`config.mk`:
```
export PLATFORM = sky130hd
export DESIGN_NAME = m_pte_responder
export DESIGN_NICKNAME = d
export VERILOG_FILES = /design/src/rtl/m_pte_responder.sv
export SDC_FILE = /design/constraint.sdc
export NUM_CORES = 1
export LEC_CHECK = 0
export CORE_ASPECT_RATIO = 1.75
export CORE_MARGIN = 8
export CORE_UTILIZATION = 42
export CTS_CLUSTER_DIAMETER = 100
export DETAILED_ROUTE_END_ITERATION = 10
export PLACE_DENSITY = 0.89
export SYNTH_ARGS = -nofsm -noshare
export SYNTH_HDL_FRONTEND = slang
export SYNTH_SLANG_ARGS = --single-unit
```
`constraint.sdc`:
```
create_clock -name CLK -period 3 [get_ports CLK]
set_input_delay 0.9 -clock CLK [delete_from_list [all_inputs] [get_ports CLK]]
set_output_delay 0.9 -clock CLK [all_outputs]
set_load 0.01 [all_outputs]
```
`src/rtl/m_pte_responder.sv`:
```
// PTE access responder between the MMU page walker and the DRAM port: one DRAM transaction per request, busy handshake.
// Define PTE_CACHE_EN to build the optional direct-mapped, write-through PTE cache.
module m_pte_responder #(
    parameter int unsigned PTE_CACHE_SIZE = 16,
    parameter int unsigned TIMEOUT        = 1024
) (
    input  logic        CLK,
    input  logic        RST,
    input  logic        w_pte_req,
    input  logic        w_pte_we,
    input  logic [31:0] w_pte_addr,
    input  logic [31:0] w_pte_wdata,
    input  logic        w_pte_flush,
    output logic        r_pte_busy,
    output logic [31:0] r_pte_rdata,
    output logic        r_pte_err,
    output logic        r_dram_req,
    output logic        r_dram_we,
    output logic [31:0] r_dram_addr,
    output logic [31:0] r_dram_wdata,
    input  logic        w_dram_busy,
    input  logic [31:0] w_dram_odata
);

    localparam int unsigned CW = $clog2(TIMEOUT);

    typedef enum logic [1:0] {
        S_IDLE,
        S_HIT,
        S_ISSUE,
        S_WAIT
    } state_t;

    state_t        r_state;
    state_t        w_state_nxt;
    logic [CW-1:0] r_cnt;

    logic          w_accept;
    logic          w_done;
    logic          w_tmo;
    logic          w_hit;
    logic [31:0]   w_cache_rdata;

    logic          w_busy_nxt;
    logic          w_err_nxt;
    logic          w_dreq_nxt;
    logic [31:0]   w_rdata_nxt;

    assign w_accept = (r_state == S_IDLE) && w_pte_req;
    assign w_done   = (r_state == S_WAIT) && !w_dram_busy;
    // Completion takes priority over the abort when both land in the same cycle.
    assign w_tmo    = (r_state == S_WAIT) && w_dram_busy && (r_cnt == CW'(TIMEOUT - 1));

    always_ff @(posedge CLK) begin
        if (RST) begin
            r_state <= S_IDLE;
        end else begin
            r_state <= w_state_nxt;
        end
    end

    always_comb begin
        w_state_nxt = r_state;
        case (r_state)
            S_IDLE: begin
                if (w_pte_req) begin
                    w_state_nxt = w_hit ? S_HIT : S_ISSUE;
                end
            end
            S_HIT:   w_state_nxt = S_IDLE;
            S_ISSUE: w_state_nxt = S_WAIT;
            S_WAIT: begin
                if (w_done || w_tmo) begin
                    w_state_nxt = S_IDLE;
                end
            end
            default: w_state_nxt = S_IDLE;
        endcase
    end

    always_comb begin
        w_busy_nxt  = r_pte_busy;
        w_err_nxt   = 1'b0;
        w_dreq_nxt  = 1'b0;
        w_rdata_nxt = r_pte_rdata;
        case (r_state)
            S_IDLE: begin
                if (w_pte_req) begin
                    w_busy_nxt = 1'b1;
                    w_dreq_nxt = !w_hit;
                end
            end
            S_HIT: begin
                w_rdata_nxt = w_cache_rdata;
                w_busy_nxt  = 1'b0;
            end
            S_WAIT: begin
                if (w_done) begin
                    if (!r_dram_we) begin
                        w_rdata_nxt = w_dram_odata;
                    end
                    w_busy_nxt = 1'b0;
                end else if (w_tmo) begin
                    w_rdata_nxt = '0;
                    w_err_nxt   = 1'b1;
                    w_busy_nxt  = 1'b0;
                end
            end
            default: ;
        endcase
    end

    always_ff @(posedge CLK) begin
        if (RST) begin
            r_pte_busy   <= 1'b0;
            r_pte_rdata  <= '0;
            r_pte_err    <= 1'b0;
            r_dram_req   <= 1'b0;
            r_dram_we    <= 1'b0;
            r_dram_addr  <= '0;
            r_dram_wdata <= '0;
            r_cnt        <= '0;
        end else begin
            r_pte_busy  <= w_busy_nxt;
            r_pte_rdata <= w_rdata_nxt;
            r_pte_err   <= w_err_nxt;
            r_dram_req  <= w_dreq_nxt;
            if (w_accept) begin
                r_dram_we    <= w_pte_we;
                r_dram_addr  <= {w_pte_addr[31:2], 2'b00};
                r_dram_wdata <= w_pte_wdata;
            end
            if (r_state == S_ISSUE) begin
                r_cnt <= '0;
            end else if (r_state == S_WAIT) begin
                r_cnt <= r_cnt + CW'(1);
            end
        end
    end

`ifdef PTE_CACHE_EN
    localparam int unsigned IW = $clog2(PTE_CACHE_SIZE);
    localparam int unsigned TW = 30 - IW;

    logic [PTE_CACHE_SIZE-1:0] r_valid;
    logic [TW-1:0]             r_tag   [PTE_CACHE_SIZE];
    logic [31:0]               r_cdata [PTE_CACHE_SIZE];
    logic                      r_fill_kill;

    logic [IW-1:0]             w_req_idx;
    logic [TW-1:0]             w_req_tag;
    logic [IW-1:0]             w_lat_idx;
    logic [TW-1:0]             w_lat_tag;
    logic                      w_wr_alloc;
    logic                      w_fill;
    logic                      w_unused;

    assign w_req_idx = w_pte_addr[IW+1:2];
    assign w_req_tag = w_pte_addr[31:IW+2];
    assign w_lat_idx = r_dram_addr[IW+1:2];
    assign w_lat_tag = r_dram_addr[31:IW+2];
    assign w_unused  = ^w_pte_addr[1:0];

    // A flush presented with the request forces the miss path.
    assign w_hit = !w_pte_we && !w_pte_flush && r_valid[w_req_idx]
                   && (r_tag[w_req_idx] == w_req_tag);
    assign w_cache_rdata = r_cdata[w_lat_idx];

    assign w_wr_alloc = (r_state == S_ISSUE) && r_dram_we;
    assign w_fill     = w_done && !r_dram_we && !r_fill_kill && !w_pte_flush;

    // A flush seen while the read is outstanding makes its returning data stale.
    always_ff @(posedge CLK) begin
        if (RST) begin
            r_fill_kill <= 1'b0;
        end else if (w_accept) begin
            r_fill_kill <= 1'b0;
        end else if (((r_state == S_ISSUE) || (r_state == S_WAIT)) && w_pte_flush) begin
            r_fill_kill <= 1'b1;
        end
    end

    always_ff @(posedge CLK) begin
        if (RST) begin
            r_valid <= '0;
        end else if (w_pte_flush) begin
            r_valid <= '0;
        end else if (w_wr_alloc || w_fill) begin
            r_valid[w_lat_idx] <= 1'b1;
        end
    end

    always_ff @(posedge CLK) begin
        if (w_wr_alloc) begin
            r_tag[w_lat_idx]   <= w_lat_tag;
            r_cdata[w_lat_idx] <= r_dram_wdata;
        end else if (w_fill) begin
            r_tag[w_lat_idx]   <= w_lat_tag;
            r_cdata[w_lat_idx] <= w_dram_odata;
        end
    end
`else
    logic w_unused;

    assign w_hit         = 1'b0;
    assign w_cache_rdata = '0;
    assign w_unused      = ^{w_pte_flush, w_pte_addr[1:0], (PTE_CACHE_SIZE > 1)};
`endif

endmodule
```
## Word level (Yosys, flattened, before mapping)

Index checks and enable logic that the tools add are counted.

| storage, ports and cells | value |
|---|---|
| register bits after elaboration | 110 |
| input port bits | 102 |
| output and inout port bits | 100 |
| word-level logic and storage cells | 48 |

| operators by class | value |
|---|---|
| $add $sub $neg | 1 |
| equality and inequality tests | 8 |
| muxes and demuxes | 13 |
| bitwise gates (word level) | 2 |
| reduce and logical (&&, ||, !) cells | 15 |

Operators by type and width:

| cell | number |
|---|---|
| 2-to-1 mux 32 bit | 3 |
| case mux 32 bit (2 select lines) | 1 |
| adder 10 x 1 -> 10 bit, second input constant | 1 |
| == test 10 bit, second input constant | 1 |
| case mux 2 bit (4 select lines) | 1 |
| != test 3 bit, second input constant | 2 |
| AND reduction 3 bit | 2 |
| 2-to-1 mux 1 bit | 5 |
| == test 2 bit, second input constant | 2 |
| logical AND 1 bit | 4 |
| 2-to-1 mux 2 bit | 2 |
| OR reduction 2 bit | 2 |
| case mux 1 bit (3 select lines) | 1 |
| nonzero test 3 bit | 1 |
| OR reduction 3 bit | 1 |
| == test 2 x 1 -> 1 bit, second input constant | 1 |
| zero test 2 bit | 1 |
| != test 2 x 1 -> 1 bit, second input constant | 1 |
| != test 2 bit, second input constant | 1 |
| NOT 1 bit | 2 |
| AND reduction 2 bit | 1 |
| nonzero test 2 bit | 1 |
| zero test 1 bit | 1 |
| logical OR 1 bit | 1 |

## Logic depth before layout (Yosys ltp)

Gate-level depths: netlist of the first run.

| depth | value |
|---|---|
| depth after elaboration | 6 |
| depth in mapped cells | 7 |
| depth with buffers taken out | 5 |

## Least setup slack after synthesis of the first run

No wires, ideal clock.

| timing path | value |
|---|---|
| kind | input-to-reg |
| from | input port w_dram_busy |
| to | register r_pte_rdata[17] |
| library setup time | 59 ps |
| data arrival time | 1,859 ps |
| data required time | 2,941 ps |
| setup slack | 1,083 ps |
| stages | 3 |
| buffers on the path | 1 |
| path through | nor4_1 > clkbuf_1 > a22o_1 |

| on the way | value |
|---|---|
| longest elaborated chain between the ends | 4 |
| elaborated cells on any way between the ends | 9 |
| those cells by class | eq/ne (2); mux (2); reduce/logical (5) |

Ends and longest elaborated chain:

| item | RTL line | text |
|---|---|---|
| start, declared | 21 | `input logic w_dram_busy,` |
| zero test 1 bit / logical AND 1 bit (equally long branches) | 50, 52 |  |
| logical AND 1 bit (on tied branches) | 50, 52 |  |
| != test 3 bit (no source line) / 2-to-1 mux 32 bit (equally long branches) | -- |  |
| AND reduction 3 bit (no source line) / case mux 32 bit (2 select lines) (equally long branches) | -- |  |
| end signal, assigned | 125 | `r_pte_rdata <= w_rdata_nxt;` |
| end, declared | 15 | `output logic [31:0] r_pte_rdata,` |

Parallel ways exist; a longest one is shown, timed or not.
A chain may end at the register's enable or synchronous reset.

## Final worst setup path of the first run

| timing path | value |
|---|---|
| from | input port w_dram_busy |
| to | register r_pte_rdata[10] |

Same word-level chain as after synthesis.

==> impl_metrics.py, run 1 <==
metrics = {
    "yosys": {
        "ys_types": 29,
        "synth.cell_area_mm2": 0.003844,
        "yosysSeqAreaShare_pct": 57.29,
        "synth_warnings": 0,
        "ys_top_cells_by_count": "nand2_1, dfxtp_1, a21oi_1",
        "yosys.area.top_type": "dfxtp_1",
        "synth-edff-count": 0,
        "synth-seq-cells": 110,
        "async_flop_share_pct": 0,
        "synth_ff_type": "dfxtp_1",
        "syn_avg_cell_area_um2": 9.044,
        "synthMostInstantiatedCell": "nand2_1",
        "yosysTopAreaCellShare_pct": 57.29,
        "yosys-top-cells-area": "dfxtp_1, nand2_1, a21oi_1, a22o_1, xor2_1",
        "postSynthCellCount": 425,
    },
    "clocking": {
        "tritoncts": "done",
        "h-tree-depth": 3,
        "clockBufferDepth": 2,
        "clk_pin_slew_ps": 70,
        "cts_resized": 0,
        "cts_setup_buffers": 0,
        "cts_num_sinks": 110,
        "clock_latency_ps": 330,
        "cts_made_buffers": 9,
        "cts-root-buf": "clkbuf_16",
        "ctsHoldBuffers": 0,
    },
    "detailed_routing": {
        "drtAntennaViolNets": 0,
        "routedWlPerCell_um": 16.39,
        "num_vias": 3669,
        "vias_per_cell": 5.033,
        "wl_um": 11950,
        "drt-pass1-iter-count": 6,
        "initialDrtViolationCount": 232,
        "drc_errors": 0,
    },
    "final_layout": {
        "fill_cells": 682,
        "final_area_mm2": 0.006088,
        "area_growth_pct": 58.40,
        "fin_nets": 711,
        "diodes": 0,
        "drive_above_1_share_pct": 4.433,
    },
    "floorplanning": {
        "pin_count": 202,
        "die_h_um": 142.6,
        "fp.coreArea_mm2": 0.008979,
        "rows": 46,
        "die_w_um": 88.32,
        "dieArea_mm2": 0.01259,
        "initial_core_util_pct": 42.81,
    },
    "timing": {
        "tns_ps": 0,
        "rsz0062_at_grt": "no",
        "hold_ws_ps": 452.5,
        "maxSlewViolCount": 0,
        "setup_viol_count_final": 0,
        "clock.fmax_mhz": 434.6,
        "slew_headroom_pct": 62.98,
        "final_hold_viol_count": 0,
        "finalCriticalPeriod_ps": 2301,
        "fin_ws_ps": 699.1,
        "finClkSkew_ps": 6.913,
        "finalCritPeriodShare_pct": 76.70,
        "worst_slew_pin_slew_ps": 555.3,
    },
    "power": {
        "netSwitchingFraction_pct": 23.43,
        "total_power_mw": 3.076,
        "p_clk_share_pct": 34.0,
        "p_leak_nw": 2.243,
        "p_switching_mw": 0.7206,
        "powerDensity_mw_per_mm2": 505.2,
        "peakVddDrop_mv": 0.3451,
        "p_comb_share_pct": 15.2,
        "power_frac_seq_pct": 50.8,
        "p_int_mw": 2.355,
    },
    "flow_run": {
        "max-cap-violations": 0,
    },
    "global_routing": {
        "antenna_found_initial": 0,
        "grt.met3_usage_pct": 7.519,
        "grt_start_max_net_pins": 39,
        "grt_overflow": 0,
        "grtUsageMet2_pct": 32.98,
        "grt_pass1_wl_um": 18310,
        "grt.busiest_layer": "met2",
        "grt_pass1_vias": 3741,
        "met1_usage_pct": 18.10,
        "grt_usage_pct": 18.47,
    },
    "worst_setup_path": {
        "rr_worst_depth": 6,
        "setup.worst_path.end_class": "register",
        "crit_path_max_incr_delay_ps": 520,
        "crit_path_start_kind": "input pin",
        "cp_slowest_cell": "clkdlybuf4s50_1",
        "crit_family": "buffers and inverters",
        "critical_path.cell_chain": "clkdlybuf4s50_1 > nand3_1 > a41o_4 > a31oi_4 > buf_4 > a22o_1",
        "cp.arrival_ps": 2580,
        "path_buf_inv": 2,
        "worstPathRequired_ps": 3270,
        "critical_path.max_fanout": 32,
        "r2r-end": "r_pte_rdata[10]$_SDFFE_PP0P_",
        "worstSetupPathType": "input pin to register",
        "r2r-start": "r_cnt[0]$_SDFFE_PP0N_",
        "rrSetupSlack_ps": 1150,
    },
    "placement": {
        "dpl.hpwl_um": 9295,
        "place_area_mm2": 0.005837,
        "globalplace.congestion": 0.7955,
        "dp_slack_ps": 354.3,
        "io_buffers": 196,
    },
    "min_path": {
        "hp-class": "register to register",
        "hold_path_depth": 2,
        "hold_start": "r_dram_wdata[14]$_SDFFE_PP0P_",
        "hold_end": "r_dram_wdata[14]$_SDFFE_PP0P_",
    },
    "outcome": {
        "outcome": "complete, no violations",
    },
}
-- metal layers --
metal / part of all wire, % / wire length (um)
met5: 0 / 0
met4: 2.1 / 251
met3: 9.7 / 1157
met2: 52 / 6181
met1: 36 / 4360
-- layout make-up --
class,instances,area [um^2],share of cell area (%)
Sequential cell,110,2202,36.17
Inverter,3,11.26,0.1850
Clock buffer,10,239.0,3.925
Timing Repair Buffer,204,2017,33.13
Multi-Input combinational cell,280,1456,23.92
Clock inverter,2,12.51,0.2055
Tap cell,120,150.1,2.466
-- worst reg2reg max path: cells and delay by family, from the launching register on --
family,cells,cell delay (ps)
buffers and inverters,1,330
AOI/OAI and AO/OA,3,650
adders and majority gates,1,280
DFF,1,330
and+or+nand+nor,1,190
-- flip-flops by register name (all words and copies together) (netlist names) --
name and cells:
r_cnt 10, r_dram_addr 30, r_dram_req 1, r_dram_wdata 32, r_dram_we 1, r_pte_busy 1, r_pte_err 1, r_pte_rdata 32
r_state 2
-- per-stage QoR --
step / cells / util (%)
after floorplan: 426 / -
after global placement: 717 / 65.01
after CTS: 729 / 67.81
final: 729 / 67.81
after detailed placement: 717 / 65.01
after global routing: 729 / 67.81
-- worst max-delay path by stage --
stage,start,endpoint,depth (start not counted)
2_1_floorplan,w_dram_busy,r_pte_rdata[17]$_SDFFE_PP0P_,3
3_3_place_gp,w_dram_busy,r_pte_rdata[14]$_SDFFE_PP0P_,6
3_5_place_dp,w_dram_busy,r_pte_rdata[13]$_SDFFE_PP0P_,6
4_1_cts,w_dram_busy,r_pte_rdata[10]$_SDFFE_PP0P_,6
5_1_grt,w_dram_busy,r_pte_rdata[10]$_SDFFE_PP0P_,6
6_report,w_dram_busy,r_pte_rdata[10]$_SDFFE_PP0P_,6
-- layout by cell type (no fill, tap or decap), types with 2 or more instances in the layout --
master	Yosys	final
clkdlybuf4s50_1	0	195
nand2_1	131	131
dfxtp_1	110	110
a21oi_1	67	67
a22o_1	32	32
nor2_1	12	12
clkbuf_16	0	9
buf_4	2	8
xor2_1	7	7
nand3_1	7	6
inv_1	3	3
nand4_1	3	3
and2_1	2	2
nand3b_1	2	2
o21ai_0	2	2
conb_1	1	2
-- cell families (layout without fill, tap and decap cells) --
logic type | count (synthesis) | count (layout) | share of synthesized area (%)
compound gates | 105 | 105 | 17.81
xor+xnor | 8 | 8 | 1.823
fa+ha+maj | 1 | 1 | 0.3255
buf+inv | 36 | 219 | 5.241
flops | 110 | 110 | 57.29
other cells | 1 | 2 | 0.09756
simple gates | 164 | 164 | 17.42
-- power by group through the flow --
stage | combinational [mW] | clock (mW) | sequential [mW]
3_3_place_gp | 0.458 | 0 | 1.59
6_report | 0.468 | 1.04 | 1.56
3_5_place_dp | 0.471 | 0 | 1.60
2_1_floorplan | 0.162 | 0 | 1.62
4_1_cts | 0.473 | 1.07 | 1.56
5_1_grt | 0.507 | 1.13 | 1.57
Power figures use the tool's default switching activity.
==> inputs of run 2 (changes only) <==
--- a/config.mk
+++ b/config.mk
@@ -7,10 +7,10 @@
 export LEC_CHECK = 0
 export CORE_ASPECT_RATIO = 1.75
 export CORE_MARGIN = 8
-export CORE_UTILIZATION = 42
+export CORE_UTILIZATION = 39
 export CTS_CLUSTER_DIAMETER = 100
 export DETAILED_ROUTE_END_ITERATION = 10
-export PLACE_DENSITY = 0.89
+export PLACE_DENSITY = 0.84
 export SYNTH_ARGS = -nofsm -noshare
 export SYNTH_HDL_FRONTEND = slang
 export SYNTH_SLANG_ARGS = --single-unit
==> constraint.sdc (replaced) <==
create_clock -name CLK -period 2.26 [get_ports CLK]
set_input_delay 0.678 -clock CLK [delete_from_list [all_inputs] [get_ports CLK]]
set_output_delay 0.678 -clock CLK [all_outputs]
set_load 0.01 [all_outputs]
==> run 2 against run 1 <==
Register-to-register slack lost 640 ps. Global-route usage shrank 1.8 points. First-iteration DRC count shrank 28%. Setup slack lost 470 ps. Count of clock-buffer cells in the layout grew 2. Critical path depth shrank 5. Sequential share of layout area shrank 0.62 points. Sequential power grew 33%. Sequential cell count is the same. Worst hold slack is essentially flat. Clock power grew 43%. Critical endpoint is now r_dram_we. Highest routed layer unchanged.
==> impl_metrics.py, run 2 (same netlist as run 1, synthesis figures left out) <==
metrics = {
    "detailed_routing": {
        "drtAntennaViolNets": 0,
        "dr_wl_met3_um": 1033,
        "top_layer_used": "met4",
        "wl_um": 11860,
        "initialDrtViolationCount": 168,
        "num_vias": 3629,
        "drt-pass1-iter-count": 4,
        "vias_per_cell": 4.904,
        "drc_errors": 0,
        "routed-wl-met2_um": 6164,
        "routedWlPerCell_um": 16.02,
        "wl_met1_um": 4394,
    },
    "timing": {
        "finClkSkew_ps": 12.33,
        "finalCriticalPeriod_ps": 2030,
        "hold_ws_ps": 452.2,
        "finalCritPeriodShare_pct": 89.84,
        "maxSlewViolCount": 0,
        "setup_viol_count_final": 0,
        "clock.fmax_mhz": 492.5,
        "fin_ws_ps": 229.6,
        "rsz0062_at_grt": "no",
        "tns_ps": 0,
        "final_hold_viol_count": 0,
    },
    "floorplanning": {
        "dieArea_mm2": 0.01341,
        "pin_count": 202,
        "die_h_um": 147.3,
        "fp.coreArea_mm2": 0.009729,
        "initial_core_util_pct": 39.51,
        "rows": 48,
        "die_w_um": 91.05,
    },
    "final_layout": {
        "drive_above_1_share_pct": 5.203,
        "reg.largest.list": "r_dram_wdata: 32 flops, r_pte_rdata: 32 flops, r_dram_addr: 30 flops",
        "layout_commonest_cell": "clkdlybuf4s50_1",
        "area_growth_pct": 61.17,
        "diodes": 0,
        "final_cell_mix": "clkdlybuf4s50_1, nand2_1, dfxtp_1",
        "fin_nets": 713,
    },
    "worst_setup_path": {
        "r2r-start": "r_state[0]$_SDFFE_PP0P_",
        "crit_path_max_incr_delay_ps": 600,
        "crit_path_start_kind": "register",
        "rr_worst_depth": 5,
        "critical_path.cell_chain": "clkdlybuf4s50_1",
        "crit_family": "buffers and inverters",
        "critical_path.max_fanout": 4,
        "path_buf_inv": 1,
        "rrSetupSlack_ps": 510,
        "worstPathRequired_ps": 1580,
        "cp.arrival_ps": 1350,
        "r2r-end": "r_pte_rdata[15]$_SDFFE_PP0P_",
        "worstSetupPathType": "register to output port",
        "cp_slowest_cell": "clkdlybuf4s50_1",
        "setup.worst_path.end_class": "output port",
    },
    "placement": {
        "dp_slack_ps": 46.34,
        "globalplace.congestion": 0.7747,
        "dpl.hpwl_um": 9107,
        "io_buffers": 196,
    },
    "clocking": {
        "h-tree-depth": 3,
        "tritoncts": "done",
        "clk_pin_slew_ps": 70,
        "clockBufferDepth": 2,
        "cts_setup_buffers": 0,
        "cts-root-buf": "clkbuf_16",
        "cts_num_sinks": 110,
        "clock_latency_ps": 340,
        "cts_made_buffers": 9,
        "cts_resized": 0,
        "ctsHoldBuffers": 0,
    },
    "flow_run": {
        "max-cap-violations": 0,
    },
    "min_path": {
        "hp-class": "register to register",
        "hold_start": "r_dram_addr[22]$_SDFFE_PP0P_",
        "hold_end": "r_dram_addr[22]$_SDFFE_PP0P_",
        "hold_path_depth": 2,
    },
    "global_routing": {
        "antenna_found_initial": 0,
        "grt_usage_pct": 16.68,
        "grt_pass1_wl_um": 18350,
        "grt_start_max_net_pins": 41,
        "grt_pass1_vias": 3587,
        "grt_overflow": 0,
    },
    "power": {
        "total_power_mw": 4.196,
        "p_leak_nw": 2.285,
        "peakVddDrop_mv": 0.4597,
        "powerDensity_mw_per_mm2": 677.4,
    },
    "outcome": {
        "outcome": "complete, no violations",
    },
}
-- run 2: worst max path at each step --
stage	slack [ps]	start	depth (start not counted)	endpoint
after floorplan	560	w_dram_busy	3	r_pte_rdata[17]$_SDFFE_PP0P_
after detailed placement	50	w_dram_busy	6	r_pte_rdata[7]$_SDFFE_PP0P_
after CTS	200	r_dram_we$_SDFFE_PP0P_	1	r_dram_we
after global routing	180	r_dram_we$_SDFFE_PP0P_	1	r_dram_we
after global placement	100	w_dram_busy	6	r_pte_rdata[16]$_SDFFE_PP0P_
final	230	r_dram_we$_SDFFE_PP0P_	1	r_dram_we
-- run 2: per-layer routing --
metal	track usage [%]	up-vias
li1	-	1792
met1	16.81	1667
met2	29.47	149
met3	6.541	21
met4	7.255	0
met5	0	-
-- run 2: cell type report --
| type | count | area, um^2 |
|---|---|---|
| clock inverter | 4 | 30.03 |
| clock buffer | 12 | 256.5 |
| multi-input combinational | 280 | 1456 |
| sequential | 110 | 2202 |
| timing repair buffer | 206 | 2082 |
| inverter | 3 | 11.26 |
| fill | 811 | 3535 |
| tap | 125 | 156.4 |
-- run 2: tightest hold or removal path, delay by kind of cell (launching register included) --
| family | cells | cell delay [ps] |
|---|---|---|
| flip-flops | 1 | 310 |
| AND/OR/NAND/NOR | 1 | 50 |
| AO/OA/AOI/OAI | 1 | 50 |
-- run 2: stage by stage --
stage	cell area, um^2	util [%]	cells
after floorplan	3847	-	426
after global placement	5908	60.73	724
after detailed placement	5908	60.73	724
after CTS	6195	63.67	740
after global routing	6195	63.67	740
final	6195	63.67	740
-- run 2: power breakdown --
| group | internal [mW] | total (mW) | switching (mW) | leakage, nW |
|---|---|---|---|---|
| registers | 2.02 | 2.08 | 0.0526 | 0.896 |
| logic | 0.365 | 0.634 | 0.269 | 1.25 |
| clock network | 0.813 | 1.49 | 0.673 | 0.139 |
| total | 3.20 | 4.20 | 0.995 | 2.29 |
==> edit (settings of run 2) <==
Register the output `r_pte_rdata` once more; this adds one clock of latency there. The other outputs are not delayed to match.
--- a/src/rtl/m_pte_responder.sv
+++ b/src/rtl/m_pte_responder.sv
@@ -31,6 +31,8 @@
         S_WAIT
     } state_t;
 
+    logic [31:0] r_pte_rdata_s0;
+
     state_t        r_state;
     state_t        w_state_nxt;
     logic [CW-1:0] r_cnt;
@@ -82,7 +84,7 @@
         w_busy_nxt  = r_pte_busy;
         w_err_nxt   = 1'b0;
         w_dreq_nxt  = 1'b0;
-        w_rdata_nxt = r_pte_rdata;
+        w_rdata_nxt = r_pte_rdata_s0;
         case (r_state)
             S_IDLE: begin
                 if (w_pte_req) begin
@@ -113,7 +115,7 @@
     always_ff @(posedge CLK) begin
         if (RST) begin
             r_pte_busy   <= 1'b0;
-            r_pte_rdata  <= '0;
+            r_pte_rdata_s0 <= '0;
             r_pte_err    <= 1'b0;
             r_dram_req   <= 1'b0;
             r_dram_we    <= 1'b0;
@@ -122,7 +124,7 @@
             r_cnt        <= '0;
         end else begin
             r_pte_busy  <= w_busy_nxt;
-            r_pte_rdata <= w_rdata_nxt;
+            r_pte_rdata_s0 <= w_rdata_nxt;
             r_pte_err   <= w_err_nxt;
             r_dram_req  <= w_dreq_nxt;
             if (w_accept) begin
@@ -207,4 +209,8 @@
     assign w_unused      = ^{w_pte_flush, w_pte_addr[1:0], (PTE_CACHE_SIZE > 1)};
 `endif
 
+    always_ff @(posedge CLK) begin
+        r_pte_rdata <= r_pte_rdata_s0;
+    end
+
 endmodule
Behaviour: not the same (a bounded check fails within 4 cycles, from zero or initial values and one cycle with RST high).
==> edit against run 2 <==
Combinational power increased by 2%; maximum frequency decreased by 0.89%; routed wire length increased by 16%; register-to-register slack got worse by 0.02 ns; setup slack got worse by 0.018 ns; via count increased by 18%; sequential cell count increased by 32; critical path depth unchanged; utilization decreased by 3.1 points; final area increased by 22%; total power increased by 40%; sequential power increased by 26%; synthesized area increased by 28%; critical endpoint unchanged.
==> edit: results (changes against run 2) <==
[synth]
yosys-top-cells-area = dfxtp_1 (58%), nand2_1 (12%), a21oi_1 (7.1%)
synth_common_cells = nand2_1 (163), dfxtp_1 (142), a21oi_1 (70)
yosysSeqAreaShare_pct = 57.7  ; +0.40 points

[pwr]
peakVddDrop_uv = 537  ; +17%
p_sw_share_pct = 24.8  ; +1.1 points
p_leak_nw = 2.68  ; +17%

[routing]
avgViaCountPerCell = 4.74  ; -3.4%
wl_met1_um = 4720  ; +7.4%
met2_length_um = 7310  ; +19%
wl_met3_um = 1150  ; +12%
drt-initial-drc-count = 135  ; -20%

[placed_design]
place_area_um2 = 6970  ; +18%
gp_congestion = 0.802  ; +3.6%

[grt]
met1_usage_pct = 14.5  ; -2.3 points
grt_max_degree = 65  ; +59%
track_usage_pct = 16.6  ; -0.052 points
use_met3_pct = 7.01  ; +0.47 points
first_global_vias = 4479  ; +25%
grt_use_met2_pct = 30.7  ; +1.3 points

[critical_path]
critPathMaxStageDelay_ns = 0.57  ; -0.03 ns
r2r_start = r_cnt[0]
startpoint = r_dram_we
cp.arrival_ns = 1.37  ; +0.02 ns
r2r_cells = 6  ; +1

[layout]
fillers = 1057  ; +30%
reg.largest.list = r_dram_wdata (32), r_pte_rdata (32), r_pte_rdata_s0 (32)
nets = 823  ; +15%
drive_gt1_share_pct = 7.09  ; +1.9 points

[hold_path]
min_path_cells = 0  ; -2
hold_path.startpoint = r_pte_rdata_s0[28]

[run_status]
status = finished clean

[clock_tree]
insertion_delay_ns = 0.41  ; +0.07 ns
cts_made_buffers = 17  ; +8
htree_levels = 4  ; +1

## edit: path summary, 6_finish.rpt
path | slack (ns) | endpoint
worst max-delay path | 0.21 | r_dram_we
worst min-delay path | 0.35 | r_pte_rdata[28]
worst max register to register | 0.49 | r_pte_rdata_s0[15]
worst min register to register | 0.35 | r_pte_rdata[28]
## edit: area by class of cell
class / count / area, um^2 / share of cell area [%]
clock buffer: 18 / 439 / 5.83
inverter: 5 / 18.8 / 0.249
sequential: 142 / 2840 / 37.7
clock inverter: 14 / 123 / 1.63
multi-input combinational: 348 / 1820 / 24.1
timing repair buffer: 206 / 2080 / 27.7
tap: 168 / 210 / 2.79
## edit: power groups by stage
stage	Combinational, mW	Clock [mW]	Sequential (mW)
6_report	0.646	2.61	2.63
5_1_grt	0.701	2.78	2.64
4_1_cts	0.656	2.67	2.63
3_5_place_dp	0.651	0	2.69
3_3_place_gp	0.633	0	2.68
2_1_floorplan	0.247	0	2.71
## edit: kinds of logic (layout without fill, tap and decap cells)
family,Yosys count,in the layout,synth area share [%]
simple gates,230,230,20.8
flops,142,142,57.7
compound gates,77,77,8.05
buf+inv,40,243,5.56
mux,32,32,6.50
xor+xnor,6,6,1.07
fa+ha+maj,1,1,0.254
other cells,1,2,0.0761
## edit: metrics by stage
step,util (%),std cells,setup TNS (ns),hold slack (ns)
6_report,60.6,901,0,0.351
5_1_grt,60.6,901,0,0.356
4_1_cts,60.6,901,0,0.349
3_5_place_dp,56.1,869,-0.0172,0.337
3_3_place_gp,56.1,869,0,0.337
2_1_floorplan,-,530,0,0.332
